<file path="src/rtl/obi_pkg.sv">
// rtl/obi_pkg.sv - shared constants and state encoding for the OBI byte-enable master
//
// Contents:
//   OBI_ADDR_WIDTH / OBI_DATA_WIDTH  default bus widths
//   OBI_TIMEOUT                      default response wait limit in cycles
//   ERR_DATA                         read data reported on locally generated errors
//   obi_state_t, ST_*                master FSM state encoding
package obi_pkg;

  localparam int OBI_ADDR_WIDTH = 32;
  localparam int OBI_DATA_WIDTH = 32;
  localparam int OBI_TIMEOUT    = 16;

  localparam logic [31:0] ERR_DATA = 32'hBADCAB1E;

  typedef logic [1:0] obi_state_t;

  localparam obi_state_t ST_IDLE = 2'd0;
  localparam obi_state_t ST_ADDR = 2'd1;
  localparam obi_state_t ST_RESP = 2'd2;
  localparam obi_state_t ST_DONE = 2'd3;

endpackage

</file>
<file path="src/rtl/obi_timeout_cnt.sv">
// rtl/obi_timeout_cnt.sv - response wait counter for the OBI master
//
// Ports:
//   clk_i      clock, rising edge
//   reset_ni   synchronous active-low reset
//   clear_i    forces the count back to zero
//   enable_i   counts one elapsed cycle
//   expired_o  high while the current enabled cycle is the LIMIT-th one
//
// LIMIT must be at least 2 so the count can hold LIMIT-1.
module obi_timeout_cnt #(
  parameter int LIMIT = 16
) (
  input  logic clk_i,
  input  logic reset_ni,
  input  logic clear_i,
  input  logic enable_i,
  output logic expired_o
);

  localparam int CW = $clog2(LIMIT + 1);

  logic [CW-1:0] cnt_q;

  // The count equals the number of enabled cycles already elapsed, so the
  // LIMIT-th enabled cycle sees LIMIT-1 here.
  assign expired_o = (cnt_q == CW'(LIMIT - 1));

  always_ff @(posedge clk_i) begin
    if (!reset_ni || clear_i) begin
      cnt_q <= '0;
    end else if (enable_i && !expired_o) begin
      cnt_q <= cnt_q + CW'(1);
    end
  end

endmodule

</file>
<file path="src/rtl/obi_master_be.sv">
// rtl/obi_master_be.sv - single-outstanding OBI master with byte enables
//
// Ports:
//   clk_i, reset_ni                     clock, synchronous active-low reset
//   ctrl_req_i / ctrl_ready_o           command handshake (ready only in IDLE)
//   ctrl_addr_i, ctrl_we_i, ctrl_be_i,
//   ctrl_wdata_i                        command fields, registered on accept
//   ctrl_rvalid_o, ctrl_rdata_o,
//   ctrl_err_o                          one-cycle completion with data and error
//   obi_req_o / obi_gnt_i               OBI address-phase handshake
//   obi_addr_o, obi_we_o, obi_be_o,
//   obi_wdata_o                         OBI address-phase payload
//   obi_rvalid_i / obi_rready_o         OBI response handshake
//   obi_rdata_i, obi_err_i              OBI response payload
module obi_master_be
  import obi_pkg::*;
#(
  parameter int ADDR_WIDTH = OBI_ADDR_WIDTH,
  parameter int DATA_WIDTH = OBI_DATA_WIDTH,
  parameter int TIMEOUT    = OBI_TIMEOUT
) (
  input  logic                    clk_i,
  input  logic                    reset_ni,

  input  logic                    ctrl_req_i,
  output logic                    ctrl_ready_o,
  input  logic [ADDR_WIDTH-1:0]   ctrl_addr_i,
  input  logic                    ctrl_we_i,
  input  logic [DATA_WIDTH/8-1:0] ctrl_be_i,
  input  logic [DATA_WIDTH-1:0]   ctrl_wdata_i,
  output logic                    ctrl_rvalid_o,
  output logic [DATA_WIDTH-1:0]   ctrl_rdata_o,
  output logic                    ctrl_err_o,

  output logic                    obi_req_o,
  input  logic                    obi_gnt_i,
  output logic [ADDR_WIDTH-1:0]   obi_addr_o,
  output logic                    obi_we_o,
  output logic [DATA_WIDTH/8-1:0] obi_be_o,
  output logic [DATA_WIDTH-1:0]   obi_wdata_o,
  input  logic                    obi_rvalid_i,
  output logic                    obi_rready_o,
  input  logic [DATA_WIDTH-1:0]   obi_rdata_i,
  input  logic                    obi_err_i
);

  localparam logic [DATA_WIDTH-1:0] ERR_WORD = DATA_WIDTH'(ERR_DATA);

  obi_state_t              state_q;
  logic [ADDR_WIDTH-1:0]   addr_q;
  logic                    we_q;
  logic [DATA_WIDTH/8-1:0] be_q;
  logic [DATA_WIDTH-1:0]   wdata_q;
  logic [DATA_WIDTH-1:0]   rdata_q;
  logic                    err_q;

  logic in_idle;
  logic in_addr;
  logic in_resp;
  logic in_done;
  logic tmo_enable;
  logic tmo_expired;

  assign in_idle = (state_q == ST_IDLE);
  assign in_addr = (state_q == ST_ADDR);
  assign in_resp = (state_q == ST_RESP);
  assign in_done = (state_q == ST_DONE);

  // Ready is held low while reset is asserted so it only rises once the
  // master is actually out of reset.
  assign ctrl_ready_o = in_idle & reset_ni;

  // Payload is zero outside the address phase; write data is masked on reads.
  assign obi_req_o    = in_addr;
  assign obi_addr_o   = in_addr ? addr_q : '0;
  assign obi_we_o     = in_addr & we_q;
  assign obi_be_o     = in_addr ? be_q : '0;
  assign obi_wdata_o  = (in_addr && we_q) ? wdata_q : '0;
  assign obi_rready_o = in_resp;

  assign ctrl_rvalid_o = in_done;
  assign ctrl_rdata_o  = in_done ? rdata_q : '0;
  assign ctrl_err_o    = in_done & err_q;

  // The counter starts on the grant edge so its value is the number of
  // cycles since grant; expiry lands the completion TIMEOUT cycles after it.
  assign tmo_enable = in_resp | (in_addr & obi_gnt_i);

  obi_timeout_cnt #(
    .LIMIT (TIMEOUT)
  ) u_timeout_cnt (
    .clk_i     (clk_i),
    .reset_ni  (reset_ni),
    .clear_i   (~tmo_enable),
    .enable_i  (tmo_enable),
    .expired_o (tmo_expired)
  );

  always_ff @(posedge clk_i) begin
    if (!reset_ni) begin
      state_q <= ST_IDLE;
      addr_q  <= '0;
      we_q    <= 1'b0;
      be_q    <= '0;
      wdata_q <= '0;
      rdata_q <= '0;
      err_q   <= 1'b0;
    end else begin
      case (state_q)
        ST_IDLE: begin
          if (ctrl_req_i) begin
            addr_q  <= ctrl_addr_i;
            we_q    <= ctrl_we_i;
            be_q    <= ctrl_be_i;
            wdata_q <= ctrl_wdata_i;
            if (ctrl_addr_i[1:0] != 2'b00) begin
              // Misaligned: complete locally, never touch the bus.
              state_q <= ST_DONE;
              rdata_q <= ERR_WORD;
              err_q   <= 1'b1;
            end else begin
              state_q <= ST_ADDR;
              rdata_q <= '0;
              err_q   <= 1'b0;
            end
          end
        end
        ST_ADDR: begin
          if (obi_gnt_i) begin
            state_q <= ST_RESP;
          end
        end
        ST_RESP: begin
          if (obi_rvalid_i) begin
            // Clean writes report zero data; errored responses pass data on.
            rdata_q <= (we_q && !obi_err_i) ? '0 : obi_rdata_i;
            err_q   <= obi_err_i;
            state_q <= ST_DONE;
          end else if (tmo_expired) begin
            rdata_q <= ERR_WORD;
            err_q   <= 1'b1;
            state_q <= ST_DONE;
          end
        end
        ST_DONE: begin
          state_q <= ST_IDLE;
        end
        default: begin
          state_q <= ST_IDLE;
        end
      endcase
    end
  end

endmodule
</file>
<file path="config.mk">
export PLATFORM = sky130hd
export DESIGN_NAME = obi_master_be
export DESIGN_NICKNAME = d
export VERILOG_FILES = /design/src/rtl/obi_pkg.sv /design/src/rtl/obi_timeout_cnt.sv /design/src/rtl/obi_master_be.sv
export SDC_FILE = /design/constraint.sdc
export NUM_CORES = 1
export LEC_CHECK = 0
export ABC_CLOCK_PERIOD_IN_PS = 2100
export BUFFER_PORTS_ARGS = -buffer_cell sky130_fd_sc_hd__buf_2
export CAP_MARGIN = 0
export CELL_PAD_IN_SITES_DETAIL_PLACEMENT = 1
export CELL_PAD_IN_SITES_GLOBAL_PLACEMENT = 1
export CORE_MARGIN = 3
export CORE_UTILIZATION = 34
export DETAILED_ROUTE_END_ITERATION = 6
export MAX_ROUTING_LAYER = met4
export PLACE_DENSITY = 0.77
export RECOVER_POWER = 50
export SLEW_MARGIN = 20
export SYNTH_ARGS = -nofsm -noshare
export SYNTH_HDL_FRONTEND = slang
export SYNTH_HIERARCHICAL = 1
export SYNTH_SLANG_ARGS = --single-unit
</file>
<file path="constraint.sdc">
create_clock -name clk_i -period 2.1 [get_ports clk_i]
set_input_delay 0.42 -clock clk_i [delete_from_list [all_inputs] [get_ports clk_i]]
set_output_delay 0.42 -clock clk_i [all_outputs]
set_load 0.05 [all_outputs]
</file>
-- After elaboration in Yosys (flattened, before gate mapping)
Cells that the tools add are included.
- register bits after elaboration: 109
- output and inout port bits: 106
- $add $sub $neg: 1
- eq/ne operators: 7
- mux-type cells: 21
- bitwise gates (word level): 6
- reduce and logical (&&, ||, !) cells: 13
- operators with widths (cell ; count):
    2-to-1 mux 32 bit ; 8
    one-hot mux 32 bit (2 select lines) ; 1
    2-to-1 mux 2 bit ; 5
    one-hot mux 2 bit (4 select lines) ; 1
    AND reduction 3 bit ; 2
    adder 5 x 1 -> 5 bit, second input constant ; 1
    == test 5 x 4 -> 1 bit, second input constant ; 1
    bitwise AND 1 bit ; 4
    == test 2 bit, second input constant ; 2
    2-to-1 mux 1 bit ; 4
    2-to-1 mux 4 bit ; 1
    != test 2 bit, second input constant ; 2
    nonzero test 2 bit ; 2
    logical AND 1 bit ; 3
    zero test 1 bit ; 3
    != test 3 x 2 -> 1 bit, second input constant ; 1
    == test 2 x 1 -> 1 bit, second input constant ; 1
    zero test 2 bit ; 1
    one-hot mux 1 bit (2 select lines) ; 1
    AND reduction 2 bit ; 1
    logical OR 1 bit ; 1
    inverter 1 bit ; 1
    OR 1 bit ; 1

-- Logic depth before layout (Yosys ltp)
Gate-level depths: netlist of run 1.
- word-level depth: 5
- gate-level depth with buffers: 8
- depth with buffers taken out: 7

-- Modules after synthesis
The synthesis of run 1 kept the hierarchy.
- modules (own cells, without submodules) (module ; times used ; cells each ; area each (µm²) ; seq. area each (µm²)):
    obi_master_be ; 1 ; 595 ; 4793.3 ; 2082.0
    obi_timeout_cnt ; 1 ; 26 ; 241.5 ; 100.1

-- Worst setup path before layout of run 1
OpenSTA, ideal clock, no wires.
- path kind: flip-flop to output port
- start: register state_q[1]
- end: output obi_wdata_o[0]
- arrival: 1.748 ns
- required time: 1.680 ns
- slack: -0.068 ns
- cell stages (with the launch flop): 5
- path buffers: 1
- cell sequence: dfxtp_1 -> inv_1 -> ha_1 -> clkbuf_1 -> and3_1
- longest elaborated chain between the ends: 3
- ends and longest elaborated chain (element ; RTL line ; RTL):
    from (decl) ; obi_master_be.sv:49 ; obi_state_t state_q;
    from (signal assigned) ; obi_master_be.sv:101 ; state_q <= ST_IDLE;
    from (signal assigned) ; obi_master_be.sv:118 ; state_q <= ST_DONE;
    from (signal assigned) ; obi_master_be.sv:122 ; state_q <= ST_ADDR;
    == test 2 x 1 -> 1 bit ; obi_master_be.sv:65 ; assign in_addr = (state_q == ST_ADDR);
    named net obi_req_o ; obi_master_be.sv:35 ; output logic obi_req_o,
    logical AND 1 bit ; obi_master_be.sv:78 ; assign obi_wdata_o = (in_addr && we_q) ? wdata_q : '0;
    2-to-1 mux 32 bit ; obi_master_be.sv:78 ;
    to (decl) ; obi_master_be.sv:40 ; output logic [DATA_WIDTH-1:0] obi_wdata_o,
The timed path passes the listed nets, and every way through them passes these cells.

-- Worst setup path in the final report of run 1
- start: register state_q[1]
- end: output obi_addr_o[23]
- longest elaborated chain between the ends: 2
- ends and longest elaborated chain (element ; RTL line ; RTL):
    == test 2 x 1 -> 1 bit ; obi_master_be.sv:65 ;
    2-to-1 mux 32 bit ; obi_master_be.sv:75 ; assign obi_addr_o = in_addr ? addr_q : '0;
    to (decl) ; obi_master_be.sv:37 ; output logic [ADDR_WIDTH-1:0] obi_addr_o,
Every way passes these cells.

==> impl_metrics.yaml, run 1 <==
power:
  power_density_nw_per_um2: 1101
  ir_drop_uv: 411.0
  internal_power_mw: 4.501
  power.total_mw: 7.533
  seq_power_share_pct: 36.5
  switching_share_pct: 40.25
  combinationalPowerShare_pct: 42.0
  clkPwrFrac_pct: 21.6
  p_leak_nw: 3.165
  power.net_switching_mw: 3.032
routing:
  dr.pass1.iters: 4
  ant_nets: 0
  detail_route.vias_per_cell: 4.893
  wl_mm: 16.20
  post_drt_wl_per_cell_um: 16.20
  drc: 0
  vias: 4893
  first_iter_violations: 245
synth:
  synthCells: 621
  syn-num-nets: 736
  synth_flop_cell: "dfxtp_1"
  synth_edf_count: 0
  synth_seq_area_share_pct: 43.34
  yosysTopAreaCell: "dfxtp_1"
  synth_top_area_share_pct: 43.34
  synth-seq-cells: 109
  syn-cell-area_um2: 5035
  ys_types: 38
  synthArstFlopShare_pct: 0
  syn_area_per_cell_um2: 8.108
  ys_top_cells_by_area: "dfxtp_1 (43%), nand2_1 (12%), a21boi_0 (11%)"
  yosysWarnings: 6
layout:
  area_delta_synth_final_pct: 35.84
  final_common_cell: "nand2_1"
  fin_nets: 931
  fillers: 1762
  n_antenna_cell: 0
  final_area_um2: 6839
  seq_area_um2: 2185
  multi_input_area_um2: 2611
  drive_gt1_share_pct: 31.59
  layout_common_cells: "nand2_1 (157), buf_2 (128), dfxtp_1 (107), buf_4 (82), a21boi_0 (77)"
placed_design:
  place.gp.congestion: 0.7594
  dp_hpwl_mm: 11.29
  place_area_um2: 6276
  io_buffers: 212
timing:
  slew_violations: 0
  fmax_ghz: 0.4943
  tightest_slew_ns: 0.6407
  slew_headroom_pct: 57.29
  finalHoldViolCount: 0
  setup_violations: 0
  fin_hold_ws_ns: 0.3154
  tns_ns: 0
  skew_ns: 0.006326
  rsz0062_at_grt: "false"
  post-route-min-period_ns: 2.023
  post-route-period-util_pct: 96.34
min_path:
  holdPathEnd: "addr_q[8]$_SDFFE_PN0P_"
  holdPathStages: 3
  hold_path.class: "input pin to register"
  holdCritStartpoint: "ctrl_addr_i[8]"
grt:
  grt_overflow: 0
  use_met1_pct: 24.13
  grt_pass1_vias: 5199
  grt_pass1_wl_mm: 25.93
  gr-usage-met3_pct: 4.667
  use_met2_pct: 34.04
  antenna_found_initial: 0
  grt_start_max_net_pins: 70
  grt_use_total_pct: 20.20
  top_usage_layer: "met2"
clock_tree:
  cts_made_buffers: 9
  htree_levels: 3
  cts_buffer_depth: 2
  cts-root-buf: "clkbuf_16"
  cts_hold_buf: 0
  path_clk_slew_ns: 0.07
  cts_tree: "yes"
  clk_latency_ns: 0.34
  cts_num_sinks: 109
die:
  fp-row-count: 43
  die_h_um: 127.7
  core_region_area_um2: 14200
  floorplan.io_pins: 213
  initial_core_util_pct: 35.45
  die_w_um: 127.7
  dieArea_um2: 16300
worst_setup_path:
  cp_max_fo: 30
  startpoint: "state_q[1]$_SDFFE_PN0P_"
  startpoint_type: "register"
  arrival_ns: 1.60
  r2r_start: "u_timeout_cnt/cnt_q[0]$_SDFFE_PP0P_"
  critPathRequiredTime_ns: 1.68
  worstSetupPathType: "register to output pin"
  r2r_setup_slack_ns: 0.10
  rr_endpoint: "rdata_q[4]$_SDFFE_PN0P_"
  ff2ff_path_depth: 8
  endpoint_kind: "output pin"
flow_run:
  cap_violations: 0
outcome:
  status: "complete, no violations"
[flip-flops by register name (all words and copies together) (netlist names)]
name,flops
u_timeout_cnt/cnt_q,5
err_q,1
rdata_q,32
addr_q,32
state_q,2
be_q,4
we_q,1
wdata_q,32
[layout make-up]
class | count | share of cell area (%)
Timing Repair Buffer | 233 | 22.12
Tap cell | 180 | 3.293
Multi-Input combinational cell | 456 | 38.18
Clock inverter | 1 | 0.07318
Sequential cell | 109 | 31.94
Inverter | 7 | 0.3842
Clock buffer | 14 | 4.007
[power groups by stage]
| stage | combinational [mW] | sequential (mW) | clock, mW |
|---|---|---|---|
| 2_1_floorplan | 2.15 | 2.71 | 0 |
| 3_3_place_gp | 2.83 | 2.75 | 0 |
| 3_5_place_dp | 2.95 | 2.78 | 0 |
| 4_1_cts | 3.19 | 2.74 | 1.68 |
| 5_1_grt | 3.48 | 2.80 | 1.78 |
| 6_report | 3.16 | 2.75 | 1.63 |
[metrics by stage]
step	instances	setup WS, ns	util [%]
after CTS	998	0.0004309	48.06
after detailed placement	978	-0.05798	44.19
final	1000	0.07680	48.15
after global routing	1000	0.0009490	48.15
after global placement	978	0.07562	44.19
after floorplan	621	0.06213	-
[metal layers]
layer / share of wire [%] / vias to the layer above
li1: - / 2429
met1: 43 / 2286
met2: 49 / 160
met3: 6.9 / 18
met4: 1.5 / 0
met5: 0 / -
[critical path: stages, from the launching register on]
cell and delay, ns:
dfxtp_2 0.35, inv_2 0.10, ha_4 0.23, buf_12 0.19, and2_1 0.17, buf_4 0.21
[logic make-up after synthesis]
family          count (synthesis)  share of synthesized area, %
flops                         109                         43.34
buf+inv                        56                         4.722
compound gates                133                         19.11
mux                             1                        0.1988
simple gates                  312                         30.29
xor+xnor                        2                        0.3480
fa+ha+maj                       8                         1.988
[timing repair]
| item | 4_1_cts | 5_1_grt |
|---|---|---|
| buffers inserted | 4 | 2 |
| setup endpoints to repair | 100 | 108 |
| gates resized for setup | 78 | 12 |
| gates cloned | 1 | 0 |
| endpoints found under the hold margin | 0 | 0 |
| pin swaps | 1 | 2 |
[synthesized netlist by cell type, types with 2 or more instances]
cell type / instances
nand2b_1: 3
dfxtp_1: 109
and3_1: 34
nor2_1: 6
buf_2: 7
inv_1: 7
nand3_1: 32
a21boi_1: 11
a21boi_0: 72
buf_4: 3
and2_1: 72
o21ai_2: 9
clkbuf_1: 36
buf_1: 2
nand2_1: 158
o21ai_0: 10
a21oi_1: 22
ha_1: 8
[worst max-delay path by stage]
stage / end / slack [ns] / depth (start not counted)
floorplan: ctrl_rdata_o[10] / 0.06 / 3
global placement: rdata_q[9]$_SDFFE_PN0P_ / 0.08 / 7
detailed placement: rdata_q[1]$_SDFFE_PN0P_ / -0.06 / 6
CTS: ctrl_rdata_o[14] / 0.0004 / 4
global route: obi_wdata_o[19] / 0.0009 / 5
finish: obi_addr_o[23] / 0.08 / 5
No activity file was read; power rests on OpenSTA's default activity.
==> run 2, diff against run 1 <==
RECOVER_POWER = not set   (was 50)
==> run 2 against run 1 <==
Flip-flop and latch count is the same. Via count shrank 0.35%. Final cell count is the same. Largest power group unchanged.
==> impl_metrics.yaml, run 2 (same netlist as run 1, synthesis figures left out) <==
grt:
  grt_pass1_wl_mm: 25.93
  grt_start_max_net_pins: 70
  top_usage_layer: "met2"
  use_met1_pct: 24.13
  gr-usage-met3_pct: 4.667
  use_met2_pct: 34.04
  antenna_found_initial: 0
  grt_use_total_pct: 20.20
  grt_pass1_vias: 5199
  grt_overflow: 0
die:
  floorplan.io_pins: 213
  fp-row-count: 43
  die_w_um: 127.7
  dieArea_um2: 16300
  die_h_um: 127.7
  initial_core_util_pct: 35.45
  core_region_area_um2: 14200
timing:
  setup_ws_ns: 0.07703
  tns_ns: 0
  skew_ns: 0.006733
  finalHoldViolCount: 0
  setup_violations: 0
  tightest_slew_ns: 0.4354
  post-route-period-util_pct: 96.33
  slew_headroom_pct: 70.97
  fmax_ghz: 0.4943
  slew_violations: 0
  post-route-min-period_ns: 2.023
power:
  p_leak_nw: 3.190
  power_density_nw_per_um2: 1106
  power.total_mw: 7.608
  ir_drop_uv: 411.5
routing:
  ant_nets: 0
  vias: 4876
  drc: 0
  post_drt_wl_per_cell_um: 16.16
  wl_mm: 16.16
  detail_route.vias_per_cell: 4.876
  first_iter_violations: 238
  dr.pass1.iters: 4
layout:
  layout_common_cells: "nand2_1 (157), buf_2 (131), dfxtp_1 (107), buf_4 (86), a21boi_0 (72)"
  final_cells: 1000
  final_area_um2: 6878
  fin_nets: 931
  final_common_cell: "nand2_1"
  area_delta_synth_final_pct: 36.61
  reg_top3: "addr_q x32, rdata_q x32, wdata_q x32"
  fillers: 1753
  n_antenna_cell: 0
  drive_gt1_share_pct: 32.68
clock_tree:
  clk_latency_ns: 0.35
  path_clk_slew_ns: 0.07
  cts_tree: "yes"
  htree_levels: 3
  cts_made_buffers: 9
  cts-root-buf: "clkbuf_16"
  cts_buffer_depth: 2
  cts_num_sinks: 109
placed_design:
  dp_hpwl_mm: 11.29
  place.gp.congestion: 0.7594
  place_area_um2: 6276
  placed_cells: 978
  place_ws_ns: -0.05798
  io_buffers: 212
flow_run:
  cap_violations: 0
worst_setup_path:
  worstSetupPathType: "register to output pin"
  cp_max_fo: 30
  arrival_ns: 1.60
  endpoint_kind: "output pin"
  critPathRequiredTime_ns: 1.68
  startpoint_type: "register"
min_path:
  hold_path.class: "input pin to register"
outcome:
  status: "complete, no violations"
-- run 2: cell types whose count changed in the layout (fill, tap and decap cells not counted), sizes merged --
cell | previous run | this run
buf | 220 | 227
clkbuf | 27 | 20
-- run 2: cell type report --
class                   count  area [um^2]  area share (%)
multi-input cells         456         2644           38.44
well taps                 180        225.2           3.275
inverters                   7        26.28          0.3820
clock inverters             1        5.005         0.07277
flip-flops and latches    109         2185           31.76
repair buffers            233         1519           22.08
clock buffers              14        274.0           3.984
-- run 2: per-layer routing --
metal / up-vias / share of wire, %
li1: 2426 / -
met4: 0 / 1.5
met5: - / 0
met3: 18 / 6.7
met2: 158 / 49
met1: 2274 / 43
-- run 2: final timing paths --
check / start / end / slack [ns] / cells past startpoint
setup reg to reg: u_timeout_cnt/cnt_q[0]$_SDFFE_PP0P_ / rdata_q[4]$_SDFFE_PN0P_ / 0.09 / 8
hold / removal: ctrl_addr_i[8] / addr_q[8]$_SDFFE_PN0P_ / 0.32 / 3
hold reg to reg: rdata_q[21]$_SDFFE_PN0P_ / rdata_q[21]$_SDFFE_PN0P_ / 0.44 / 2
setup / recovery: state_q[1]$_SDFFE_PN0P_ / obi_addr_o[23] / 0.08 / 5
-- run 2: report_power, final --
part	internal [mW]	leakage (nW)	switching (mW)	total [mW]
Sequential	2.52	0.892	0.226	2.75
Clock	0.896	0.139	0.729	1.62
Combinational	1.14	2.16	2.10	3.24
-- run 2: stage by stage --
step           utilization [%]  hold slack [ns]
3_3_place_gp             44.19           0.4331
3_5_place_dp             44.19           0.4422
4_1_cts                  48.06           0.3026
6_report                 48.42           0.3154
2_1_floorplan                -           0.4262
5_1_grt                  48.42           0.3173
-- run 2: critical path: stages, from the launching register on --
cell and delay, ns:
dfxtp_2 0.35, inv_2 0.10, ha_4 0.22, buf_12 0.19
and2_1 0.17, buf_4 0.21
-- run 2: timing repair --
item,4_1_cts,5_1_grt
gates resized for setup,78,12
cloned,1,0
hold buffers,0,0
endpoints found under the setup margin,100,108
pin swaps,1,2
setup buffers,4,2
==> run 3, diff against run 2 <==
PLACE_DENSITY = 0.86   (was 0.77)
==> run 3 against run 2 <==
Setup slack got worse by 0.042 ns. Power increased by 2.2%. Critical path depth unchanged. Sequential share of layout area decreased by 0.44 points. First-iteration DRC count decreased by 14%. Core utilization increased by 0.74 points. Die area unchanged.
==> impl_metrics.yaml, run 3 (same netlist as run 1, synthesis figures left out) <==
timing:
  setup_violations: 0
  tightest_slew_ns: 0.5846
  skew_ns: 0.008553
  fin_hold_ws_ns: 0.3070
  tns_ns: 0
  setup_ws_ns: 0.03466
  fmax_ghz: 0.4842
  finalHoldViolCount: 0
  post-route-min-period_ns: 2.065
  post-route-period-util_pct: 98.35
  slew_headroom_pct: 61.02
  slew_violations: 0
  rsz0062_at_grt: "true"
routing:
  detail_route.vias_per_cell: 4.897
  first_iter_violations: 204
  drc: 0
  wl_mm: 16.50
  ant_nets: 0
  vias: 4892
  dr.pass1.iters: 4
  post_drt_wl_per_cell_um: 16.52
die:
  dieArea_um2: 16300
  initial_core_util_pct: 35.45
  fp-row-count: 43
  core_region_area_um2: 14200
  die_w_um: 127.7
  die_h_um: 127.7
  floorplan.io_pins: 213
layout:
  layout_common_cells: "nand2_1 (157), buf_2 (143), dfxtp_1 (107), a21boi_0 (72), and2_1 (71)"
  final_common_cell: "nand2_1"
  reg_top3: "addr_q x32, rdata_q x32, wdata_q x32"
  area_delta_synth_final_pct: 38.69
  drive_gt1_share_pct: 33.01
  fin_nets: 929
min_path:
  holdPathEnd: "wdata_q[28]$_SDFFE_PN0P_"
  holdPathStages: 3
  holdCritStartpoint: "ctrl_wdata_i[28]"
  hold_path.class: "input pin to register"
worst_setup_path:
  worstSetupPathType: "register to output pin"
  endpoint_kind: "output pin"
  ff2ff_path_depth: 8
  rr_endpoint: "rdata_q[5]$_SDFFE_PN0P_"
  r2r_start: "u_timeout_cnt/cnt_q[0]$_SDFFE_PP0P_"
  startpoint_type: "register"
  arrival_ns: 1.65
  r2r_setup_slack_ns: 0.16
  critPathRequiredTime_ns: 1.68
  cp_max_fo: 22
clock_tree:
  cts_hold_buf: 0
  cts-root-buf: "clkbuf_16"
  clk_latency_ns: 0.35
  cts_made_buffers: 9
  htree_levels: 3
  path_clk_slew_ns: 0.07
  cts_num_sinks: 109
  cts_tree: "yes"
  cts_buffer_depth: 2
placed_design:
  io_buffers: 212
  place.gp.congestion: 0.7859
  dp_hpwl_mm: 11.10
  place_ws_ns: -0.07195
flow_run:
  cap_violations: 0
grt:
  grt_use_total_pct: 19.24
  antenna_found_initial: 1
  grt_overflow: 0
  grt_start_max_net_pins: 70
  grt_pass1_vias: 4780
  grt_pass1_wl_mm: 24.32
power:
  power.total_mw: 7.778
  ir_drop_uv: 693.5
  power_density_nw_per_um2: 1114
  p_leak_nw: 3.199
outcome:
  status: "complete, no violations"
-- run 3: changes by cell type in the layout (fill, tap and decap cells not counted), sizes merged --
cell,before,now
bufinv,0,1
bufbuf,0,1
diode,0,1
buf,227,222
clkinvlp,0,2
clkbuf,20,19
-- run 3: area by class of cell --
cell class / instances / area [um^2]
fill: 1775 / 7221
multi-input combinational: 456 / 2664
sequential: 109 / 2187
timing repair buffer: 231 / 1595
clock buffer: 11 / 232.7
tap: 180 / 225.2
clock inverter: 4 / 50.05
inverter: 7 / 26.28
antenna: 1 / 2.502
-- run 3: worst max path at each step --
stage                                              from                        to  slack (ns)  cells past startpoint
floorplan                       state_q[1]$_SDFFE_PN0P_          ctrl_rdata_o[10]        0.06                      3
global placement    u_timeout_cnt/cnt_q[0]$_SDFFE_PP0P_  rdata_q[11]$_SDFFE_PN0P_        0.02                      7
detailed placement              state_q[0]$_SDFFE_PN0P_  rdata_q[11]$_SDFFE_PN0P_       -0.07                      6
CTS                             state_q[1]$_SDFFE_PN0P_            obi_addr_o[13]     0.00007                      5
global route                    state_q[1]$_SDFFE_PN0P_            obi_wdata_o[6]       -0.03                      5
finish                          state_q[1]$_SDFFE_PN0P_           obi_wdata_o[30]        0.03                      5
-- run 3: critical path: stages (launching register included) --
cell	delay, ns
dfxtp_4	0.36
inv_2	0.09
ha_4	0.16
bufbuf_16	0.30
and3_1	0.21
buf_6	0.17
-- run 3: through the flow --
stage | utilization [%] | std cells | cell area, um^2
3_5_place_dp | 44.13 | 976 | 6269
6_report | 49.16 | 999 | 6983
4_1_cts | 47.02 | 995 | 6679
2_1_floorplan | - | 621 | 5037
5_1_grt | 49.16 | 999 | 6983
3_3_place_gp | 44.13 | 976 | 6269
-- run 3: per-layer routing --
metal | GRT usage, % | vias up | wire, um
met5 | - | - | 0
met4 | 5.119 | 0 | 259
met3 | 6.250 | 17 | 1300
met2 | 32.15 | 159 | 8059
met1 | 22.37 | 2291 | 6885
li1 | - | 2425 | -
-- run 3: where the power goes --
group / total (mW) / switching [mW] / internal, mW
registers: 2.75 / 0.226 / 2.52
clock network: 1.67 / 0.751 / 0.918
logic: 3.36 / 2.13 / 1.23
-- run 3: what timing repair did --
item | in CTS | in global routing
endpoints found under the setup margin | 88 | 115
resized for setup | 22 | 131
buffers inserted | 3 | 2
cloned | 1 | 1
pin swaps | 1 | 0
